==> src/rtl/control_sequencer.sv <==
// control_sequencer: hardwired Moore control unit for the single-bus datapath.
// Fetches an instruction, decodes the opcode in IR on the T2->T3 edge and
// walks the per-class T-states, raising one set of datapath strobes per cycle.
// Optional build macro CU_SINGLE_STEP_EN adds a Step input and a T0_WAIT hold
// state in front of every instruction fetch.
module control_sequencer #(
  parameter int OPW = 5,
  parameter int STW = 5
) (
  input  logic           Clock,
  input  logic           Reset,
  input  logic [31:0]    IR,
`ifdef CU_SINGLE_STEP_EN
  input  logic           Step,
`endif
  output logic           PCout,
  output logic           MARin,
  output logic           IncPC,
  output logic           Zin,
  output logic           ZLOout,
  output logic           PCin,
  output logic           Read,
  output logic           MDRin,
  output logic           MDRout,
  output logic           IRin,
  output logic           Yin,
  output logic           Cout,
  output logic           BAout,
  output logic           Gra,
  output logic           Grb,
  output logic           Rin,
  output logic           Rout,
  output logic           write,
  output logic           Run,
  output logic [STW-1:0] State
);

  // The instruction class is carried in the state itself after T3 entry, so
  // IR is only looked at while leaving T2.
  typedef enum logic [STW-1:0] {
    S_RST   = STW'(0),
    T0      = STW'(1),
    T1      = STW'(2),
    T2      = STW'(3),
    LD_T3   = STW'(4),
    LD_T4   = STW'(5),
    LD_T5   = STW'(6),
    LD_T6   = STW'(7),
    LD_T7   = STW'(8),
    LDI_T3  = STW'(9),
    LDI_T4  = STW'(10),
    LDI_T5  = STW'(11),
    ST_T3   = STW'(12),
    ST_T4   = STW'(13),
    ST_T5   = STW'(14),
    ST_T6   = STW'(15),
    ST_T7   = STW'(16),
    ALU_T3  = STW'(17),
    ALU_T4  = STW'(18),
    ALU_T5  = STW'(19),
    NOP_T3  = STW'(20),
    HLT_T3  = STW'(21),
    HALT    = STW'(22)
`ifdef CU_SINGLE_STEP_EN
    ,
    T0_WAIT = STW'(23)
`endif
  } state_t;

  localparam logic [OPW-1:0] OP_LD   = OPW'(5'b00000);
  localparam logic [OPW-1:0] OP_LDI  = OPW'(5'b00001);
  localparam logic [OPW-1:0] OP_ST   = OPW'(5'b00010);
  localparam logic [OPW-1:0] OP_ADDI = OPW'(5'b01100);
  localparam logic [OPW-1:0] OP_ANDI = OPW'(5'b01101);
  localparam logic [OPW-1:0] OP_ORI  = OPW'(5'b01110);
  localparam logic [OPW-1:0] OP_HALT = OPW'(5'b11011);

  // Where reset release and every instruction end land.
`ifdef CU_SINGLE_STEP_EN
  localparam state_t S_START = T0_WAIT;
`else
  localparam state_t S_START = T0;
`endif

  state_t         state;
  state_t         state_n;
  logic [OPW-1:0] opcode;
  logic           ir_unused;

  assign opcode    = IR[31 -: OPW];
  // Register fields and the constant are consumed by the datapath, not here.
  assign ir_unused = ^IR[31-OPW:0];
  assign State     = state;

  // State register; reset forces S_RST immediately, which zeroes all strobes.
  always_ff @(posedge Clock or posedge Reset) begin
    if (Reset) state <= S_RST;
    else       state <= state_n;
  end

  // Next-state sequencing; the only opcode branch is on the T2 -> T3 edge.
  always_comb begin
    state_n = state;
    case (state)
      S_RST:  state_n = S_START;
`ifdef CU_SINGLE_STEP_EN
      T0_WAIT: state_n = Step ? T0 : T0_WAIT;
`endif
      T0:     state_n = T1;
      T1:     state_n = T2;
      T2: begin
        case (opcode)
          OP_LD:                     state_n = LD_T3;
          OP_LDI:                    state_n = LDI_T3;
          OP_ST:                     state_n = ST_T3;
          OP_ADDI, OP_ANDI, OP_ORI:  state_n = ALU_T3;
          OP_HALT:                   state_n = HLT_T3;
          default:                   state_n = NOP_T3;
        endcase
      end
      LD_T3:  state_n = LD_T4;
      LD_T4:  state_n = LD_T5;
      LD_T5:  state_n = LD_T6;
      LD_T6:  state_n = LD_T7;
      LD_T7:  state_n = S_START;
      LDI_T3: state_n = LDI_T4;
      LDI_T4: state_n = LDI_T5;
      LDI_T5: state_n = S_START;
      ST_T3:  state_n = ST_T4;
      ST_T4:  state_n = ST_T5;
      ST_T5:  state_n = ST_T6;
      ST_T6:  state_n = ST_T7;
      ST_T7:  state_n = S_START;
      ALU_T3: state_n = ALU_T4;
      ALU_T4: state_n = ALU_T5;
      ALU_T5: state_n = S_START;
      NOP_T3: state_n = S_START;
      HLT_T3: state_n = HALT;
      HALT:   state_n = HALT;
      default: state_n = S_RST;
    endcase
  end

  // Moore strobe decode from the registered state only.
  always_comb begin
    PCout  = 1'b0;
    MARin  = 1'b0;
    IncPC  = 1'b0;
    Zin    = 1'b0;
    ZLOout = 1'b0;
    PCin   = 1'b0;
    Read   = 1'b0;
    MDRin  = 1'b0;
    MDRout = 1'b0;
    IRin   = 1'b0;
    Yin    = 1'b0;
    Cout   = 1'b0;
    BAout  = 1'b0;
    Gra    = 1'b0;
    Grb    = 1'b0;
    Rin    = 1'b0;
    Rout   = 1'b0;
    write  = 1'b0;
    Run    = (state != S_RST) && (state != HALT);
    case (state)
      T0: begin
        PCout = 1'b1;
        MARin = 1'b1;
        IncPC = 1'b1;
        Zin   = 1'b1;
      end
      T1: begin
        ZLOout = 1'b1;
        PCin   = 1'b1;
        Read   = 1'b1;
        MDRin  = 1'b1;
      end
      T2: begin
        MDRout = 1'b1;
        IRin   = 1'b1;
      end
      // Effective address / immediate base: Rb, or 0 when Rb is R0.
      LD_T3, LDI_T3, ST_T3: begin
        Grb   = 1'b1;
        BAout = 1'b1;
        Yin   = 1'b1;
      end
      ALU_T3: begin
        Grb  = 1'b1;
        Rout = 1'b1;
        Yin  = 1'b1;
      end
      LD_T4, LDI_T4, ST_T4, ALU_T4: begin
        Cout = 1'b1;
        Zin  = 1'b1;
      end
      LD_T5, ST_T5: begin
        ZLOout = 1'b1;
        MARin  = 1'b1;
      end
      LDI_T5, ALU_T5: begin
        ZLOout = 1'b1;
        Gra    = 1'b1;
        Rin    = 1'b1;
      end
      LD_T6: begin
        Read  = 1'b1;
        MDRin = 1'b1;
      end
      LD_T7: begin
        MDRout = 1'b1;
        Gra    = 1'b1;
        Rin    = 1'b1;
      end
      // Read stays low so MDR captures the store data from the bus.
      ST_T6: begin
        Gra   = 1'b1;
        Rout  = 1'b1;
        MDRin = 1'b1;
      end
      ST_T7: begin
        write = 1'b1;
      end
      default: begin
      end
    endcase
  end

endmodule

==> config.mk <==
export PLATFORM = sky130hd
export DESIGN_NAME = control_sequencer
export DESIGN_NICKNAME = d
export VERILOG_FILES = /design/src/rtl/control_sequencer.sv
export SDC_FILE = /design/constraint.sdc
export NUM_CORES = 1
export LEC_CHECK = 0
export ABC_CLOCK_PERIOD_IN_PS = 1170
export BUFFER_PORTS_ARGS = -buffer_cell sky130_fd_sc_hd__buf_2
export CAP_MARGIN = 20
export CORE_ASPECT_RATIO = 1.5
export CORE_MARGIN = 5
export CORE_UTILIZATION = 34
export CTS_CLUSTER_DIAMETER = 120
export CTS_CLUSTER_SIZE = 10
export DETAILED_ROUTE_END_ITERATION = 10
export GPL_ROUTABILITY_DRIVEN = 0
export HOLD_SLACK_MARGIN = 0.06
export PLACE_DENSITY = 0.76
export SLEW_MARGIN = 0
export SYNTH_ARGS = -nofsm -noshare
export SYNTH_HDL_FRONTEND = slang
export SYNTH_SLANG_ARGS = --single-unit
==> constraint.sdc <==
create_clock -name Clock -period 1.17 [get_ports Clock]
set_input_delay 0.0585 -clock Clock [delete_from_list [all_inputs] [get_ports Clock]]
set_output_delay 0.0585 -clock Clock [all_outputs]
set_load 0.05 [all_outputs]
==> results.md, run 1 <==
- Status: finished, violations left
- Violated checks: setup timing
- Die height: around 64 µm
- Critical path fanouts, max: 8
- Crit share post-route: 1.44
- CP top delay family: flip-flops
- Total Die Area: 2990 µm²
- Starting density of the core: 0.363
- Layout Area Growth over Synthesis: 162%
- Cell Rows: 19
- Post-DR wirelength/cell: 23.5 µm
- Asr flop ratio synth: 1.00
- Final Skew: 0.000878 ns
- Worst-path cell chain: nand2b_4 > a21oi_4 > a32o_2 > or2_4 > buf_8
- Crit path DAT: 1.62 ns
- Number of max-cap violations: 0
- Worst slew pin tran: 0.534 ns
- CTS tree: yes
- Critical path's slowest cell: dfrtp_2
- Post-synth top area share: 0.186
- Fillers: between 40 and 50
- Max Root-Sink Buffers: 2
- Number of flip-flops in the largest register: 5
- Max-slew violations: 0
- Most area-consuming cells after synthesis: dfrtp_1 (19%), a21oi_1 (11%), nor2_1 (6.1%)
- Post-route ant nets: 0
- Iteration-0 DRC count of the detailed router: 68
- Dpl ws: -0.279 ns
- EDFF count, synth: 0
- Drt first pass iters: 4
- Global-route wire length before repair: 5.38 mm
- Top_reg_cell synth: dfrtp_1
- Final nets: approximately 210
- Worst setup EP type: output port
- GRT Resource Usage Total: 0.237
- Final Critical Period: 1.68 ns
- Final setup vio count: 26
- Yosys reg bits: 5
- Post-Syn Nets: 135
- I/O pin total: 58
- Total Neg Setup Slack: -9.28 ns
- Final Hold Violating Endpoints: 0
- Clock latency on the worst-skew pair: 0.25 ns
- Yosys warns: 0
- Via density: ~6.2
- Via count: 1211
- Largest net degree at the start of global routing: 20
- Ant. Diodes: 0
- Worst-path clk slew: 0.05 ns
- Post-Route WL: 4.55 mm
- Clk sinks: 5
- H-tree Lvls: 1
- Residual DRC: 0
- CP required: 1.11 ns
- IO buf count: 30
- Top-count cell post-synth: a21oi_1
- Largest stage delay, worst path: around 0.48 ns
- Post-DP HPWL: 1.93 mm
- CTS Buf Count: 3
- Vias in the first global route: 1161
- Critical path launch point type: register
- Clock root buffer: clkbuf_4
- Die W: 46.3 µm
- Core Area: between 1500 and 2000 µm²
- Count of cell types in the netlist: 34
- Sequential element share of the synthesized area: 0.186
- Initial antenna violation count: 0
- Rel. slew slack: 0.641
- Syn Std Cell Area: 673 µm²
- Final worst slack: -0.511 ns
- Share of layout cells above drive strength 1: 0.827
- Syn avg cell area: 6.66 µm²
- Top post-synthesis cells by count: a21oi_1 (15), nor2_1 (11), buf_2 (8), nor3_1 (8), nand2_1 (7)
- FMAX: slightly below 600 MHz
- HP Class: primary input to register
- RSZ-0062 raised after global routing: true
- Path type of the worst setup path: register to output port
- Area leader, netlist: dfrtp_1
- Syn Inst Count: 101
- Total grt overflow: 0
- Crit path buffers/inverters: 1
## worst min-delay path: cells and delay by family
kind / cells / cell delay [ns]
compound gates: 2 / 0.19
buf+inv: 1 / 0.13
## final cells by class
type	count	area [µm²]	area share
Multi-Input combinational cell	82	803	0.456
Sequential cell	5	131	0.0746
Inverter	4	15.0	0.00853
Tap cell	21	26.3	0.0149
Clock buffer	4	26.3	0.0149
Timing Repair Buffer	78	758	0.431
## cells in the final DEF (no fill, tap or decap), drive strengths merged, types with 2 or more instances in the layout
cell type / instances
a21oi: 15
buf: 74
clkbuf: 7
dfrtp: 5
inv: 4
nand2: 7
nand2b: 3
nor2: 11
nor2b: 6
nor3: 8
nor3b: 2
o21a: 2
o21ai: 4
o22ai: 2
or3: 3
xor2: 2
## metrics by stage
step,hold WS [ns],instance area [µm²],instances,utilization
after floorplan,-0.163,870,101,-
after global placement,-0.0469,1190,171,0.640
after detailed placement,-0.0422,1190,171,0.640
after CTS,0.142,1510,181,0.814
after global routing,0.193,1760,194,0.949
final,0.180,1760,194,0.949
## routing by layer
metal / part of all wire / GRT usage / vias up
met4: 0.066 / 0.135 / 0
met5: 0 / 0 / -
met2: 0.51 / 0.412 / 96
li1: - / - / 506
met1: 0.35 / 0.254 / 580
met3: 0.075 / 0.0388 / 29
## kinds of logic (layout without fill, tap and decap cells)
family,count (synthesis),in the layout,synth area share
muxes,1,1,0.0149
DFF,5,5,0.186
AOI/OAI and AO/OA,33,33,0.307
and+or+nand+nor,46,46,0.362
buffers and inverters,14,86,0.104
xor gates and xnor gates,2,2,0.0260
## final timing paths
| kind | endpoint | depth (start not counted) | slack [ns] | startpoint |
|---|---|---|---|---|
| hold reg to reg | State[1]$_DFF_PP0_ | 2 | 0.74 | State[3]$_DFF_PP0_ |
| max in group asynchronous | State[0]$_DFF_PP0_ | 3 | 0.74 | Reset |
| hold / removal | State[0]$_DFF_PP0_ | 3 | 0.18 | IR[30] |
| setup reg to reg | State[3]$_DFF_PP0_ | 6 | -0.33 | State[2]$_DFF_PP0_ |
| setup / recovery | Zin | 5 | -0.51 | State[3]$_DFF_PP0_ |
| min in group asynchronous | State[2]$_DFF_PP0_ | 3 | 0.25 | Reset |
## repair_timing
action,4_1_cts,5_1_grt
pin swaps,8,9
gates resized for setup,72,37
endpoints found under the hold margin,5,0
cloned,0,1
setup buffers,5,14
hold buffers,1,0
endpoints found under the setup margin,25,27
Power of run 1 is left out: the tool's default activity adds up to more than one toggle a clock period on the data nets, which glitch-free logic cannot reach.
==> run 2, diff against run 1 <==
==> config.mk (replaced) <==
export PLATFORM = sky130hd
export DESIGN_NAME = control_sequencer
export DESIGN_NICKNAME = d
export VERILOG_FILES = /design/src/rtl/control_sequencer.sv
export SDC_FILE = /design/constraint.sdc
export NUM_CORES = 1
export LEC_CHECK = 0
export ABC_CLOCK_PERIOD_IN_PS = 1800
export BUFFER_PORTS_ARGS = -buffer_cell sky130_fd_sc_hd__buf_2
export CAP_MARGIN = 20
export CORE_MARGIN = 5
export CORE_UTILIZATION = 37
export CTS_CLUSTER_DIAMETER = 120
export CTS_CLUSTER_SIZE = 10
export DETAILED_ROUTE_END_ITERATION = 10
export GPL_ROUTABILITY_DRIVEN = 0
export HOLD_SLACK_MARGIN = 0.06
export PLACE_DENSITY = 0.78
export SLEW_MARGIN = 0
export SYNTH_ARGS = -nofsm -noshare
export SYNTH_HDL_FRONTEND = slang
export SYNTH_SLANG_ARGS = --single-unit
==> constraint.sdc (replaced) <==
create_clock -name Clock -period 1.8 [get_ports Clock]
set_input_delay 0.09 -clock Clock [delete_from_list [all_inputs] [get_ports Clock]]
set_output_delay 0.09 -clock Clock [all_outputs]
set_load 0.05 [all_outputs]
==> results.md, run 2 (synthesis gave the netlist of run 1 again) <==
- Number of max-cap violations: 0
- Max-slew violations: 0
- Ant. Diodes: 0
- Via count: 857
- GRT Resource Usage Total: 0.151
- Layout Area Growth over Synthesis: 50.7%
- Crit path DAT: roughly 1.6 ns
- Clock root buffer: clkbuf_4
- Share of layout cells above drive strength 1: 0.467
- Crit share post-route: 0.962
- Total Neg Setup Slack: 0 ns
- Post-route ant nets: 0
- Final nets: 170
- Path type of the worst setup path: register to output port
- CTS tree: yes
- Post-DR wirelength/cell: ~13 µm
- Initial antenna violation count: 0
- Die height: 52.7 µm
- Worst-path clk slew: around 0.04 ns
- Post-Layout Cell Count: 160
- Rel. slew slack: 0.777
- Starting density of the core: 0.390
- Number of flip-flops in the largest register: 5
- Total Die Area: between 2000 and 3000 µm²
- Critical path fanouts, max: 19
- Drt first pass iters: 4
- Final Critical Period: 1.73 ns
- CTS Buf Count: 3
- IO buf count: 30
- Fillers: between 150 and 200
- RSZ-0062 raised after global routing: false
- Hold WS: 0.165 ns
- Via density: 5.36
- Residual DRC: 0
- Cell Rows: 15
- Inst Count DP: 152
- FMAX: 577 MHz
- CP required: 1.71 ns
- Post-Route WL: 2.05 mm
- Final Skew: about 0.0032 ns
- Final setup vio count: 0
- Post-DP HPWL: 1.56 mm
- Final Hold Violating Endpoints: 0
- Final Util: 0.588
- Worst setup EP type: output port
- Largest net degree at the start of global routing: 20
- Core Area: 1730 µm²
- HP Class: primary input to register
- Vias in the first global route: 799
- Worst slew pin tran: 0.333 ns
- Global-route wire length before repair: 3.33 mm
- Clock latency on the worst-skew pair: 0.23 ns
- Die W: between 50 and 60 µm
- Commonest non-fill, non-tap cell in the layout: buf_2
- Max Root-Sink Buffers: 2
- Iteration-0 DRC count of the detailed router: 24
- Status: finished clean
- Total grt overflow: 0
- H-tree Lvls: 1
- I/O pin total: just under 60
- Clk sinks: 5
- Critical path launch point type: register
- Commonest cells after routing, fill and taps aside: buf_2 (24), buf_4 (12), a21oi_1 (11), nor2_1 (9), nand2_1 (7)
run 2: critical path: stages, from the launching register on:
cell     delay (ns)
dfrtp_2        0.37
buf_4          0.26
nand2_1        0.19
a21oi_1        0.20
a31o_2         0.14
buf_2          0.25
run 2: worst paths after layout:
check | start | endpoint | slack, ns | depth (start not counted)
min in group asynchronous | Reset | State[1]$_DFF_PP0_ | 0.29 | 3
max in group asynchronous | Reset | State[4]$_DFF_PP0_ | 1.33 | 3
min | IR[30] | State[0]$_DFF_PP0_ | 0.17 | 3
min reg2reg | State[3]$_DFF_PP0_ | State[1]$_DFF_PP0_ | 0.58 | 1
max | State[1]$_DFF_PP0_ | Gra | 0.07 | 5
max reg2reg | State[4]$_DFF_PP0_ | State[4]$_DFF_PP0_ | 0.40 | 6
run 2: repair_timing:
| action | 4_1_cts | 5_1_grt |
|---|---|---|
| buffers inserted | 0 | 3 |
| hold buffers | 1 | 0 |
| gates resized for setup | 5 | 2 |
| endpoints found under the hold margin | 5 | 0 |
| setup endpoints to repair | 4 | 6 |
run 2: through the flow:
stage,setup slack (ns),area [µm²]
6_report,0.0681,1010
5_1_grt,0.00725,1010
4_1_cts,0.0273,987
3_5_place_dp,0.183,937
3_3_place_gp,0.194,937
2_1_floorplan,-0.187,753
run 2: per-layer routing:
layer  track usage  part of all wire
met1         0.179              0.42
met2         0.287              0.51
met3        0.0142             0.063
met4        0.0298                 0
met5             0                 0
run 2: layout make-up:
cell class,instances,area [µm²],area share
repair buffers,40,255,0.252
flip-flops and latches,5,129,0.127
inverters,4,15.0,0.0148
well taps,25,31.3,0.0308
multi-input cells,82,558,0.550
clock buffers,4,26.3,0.0259
Power of run 2 is left out for the same reason.
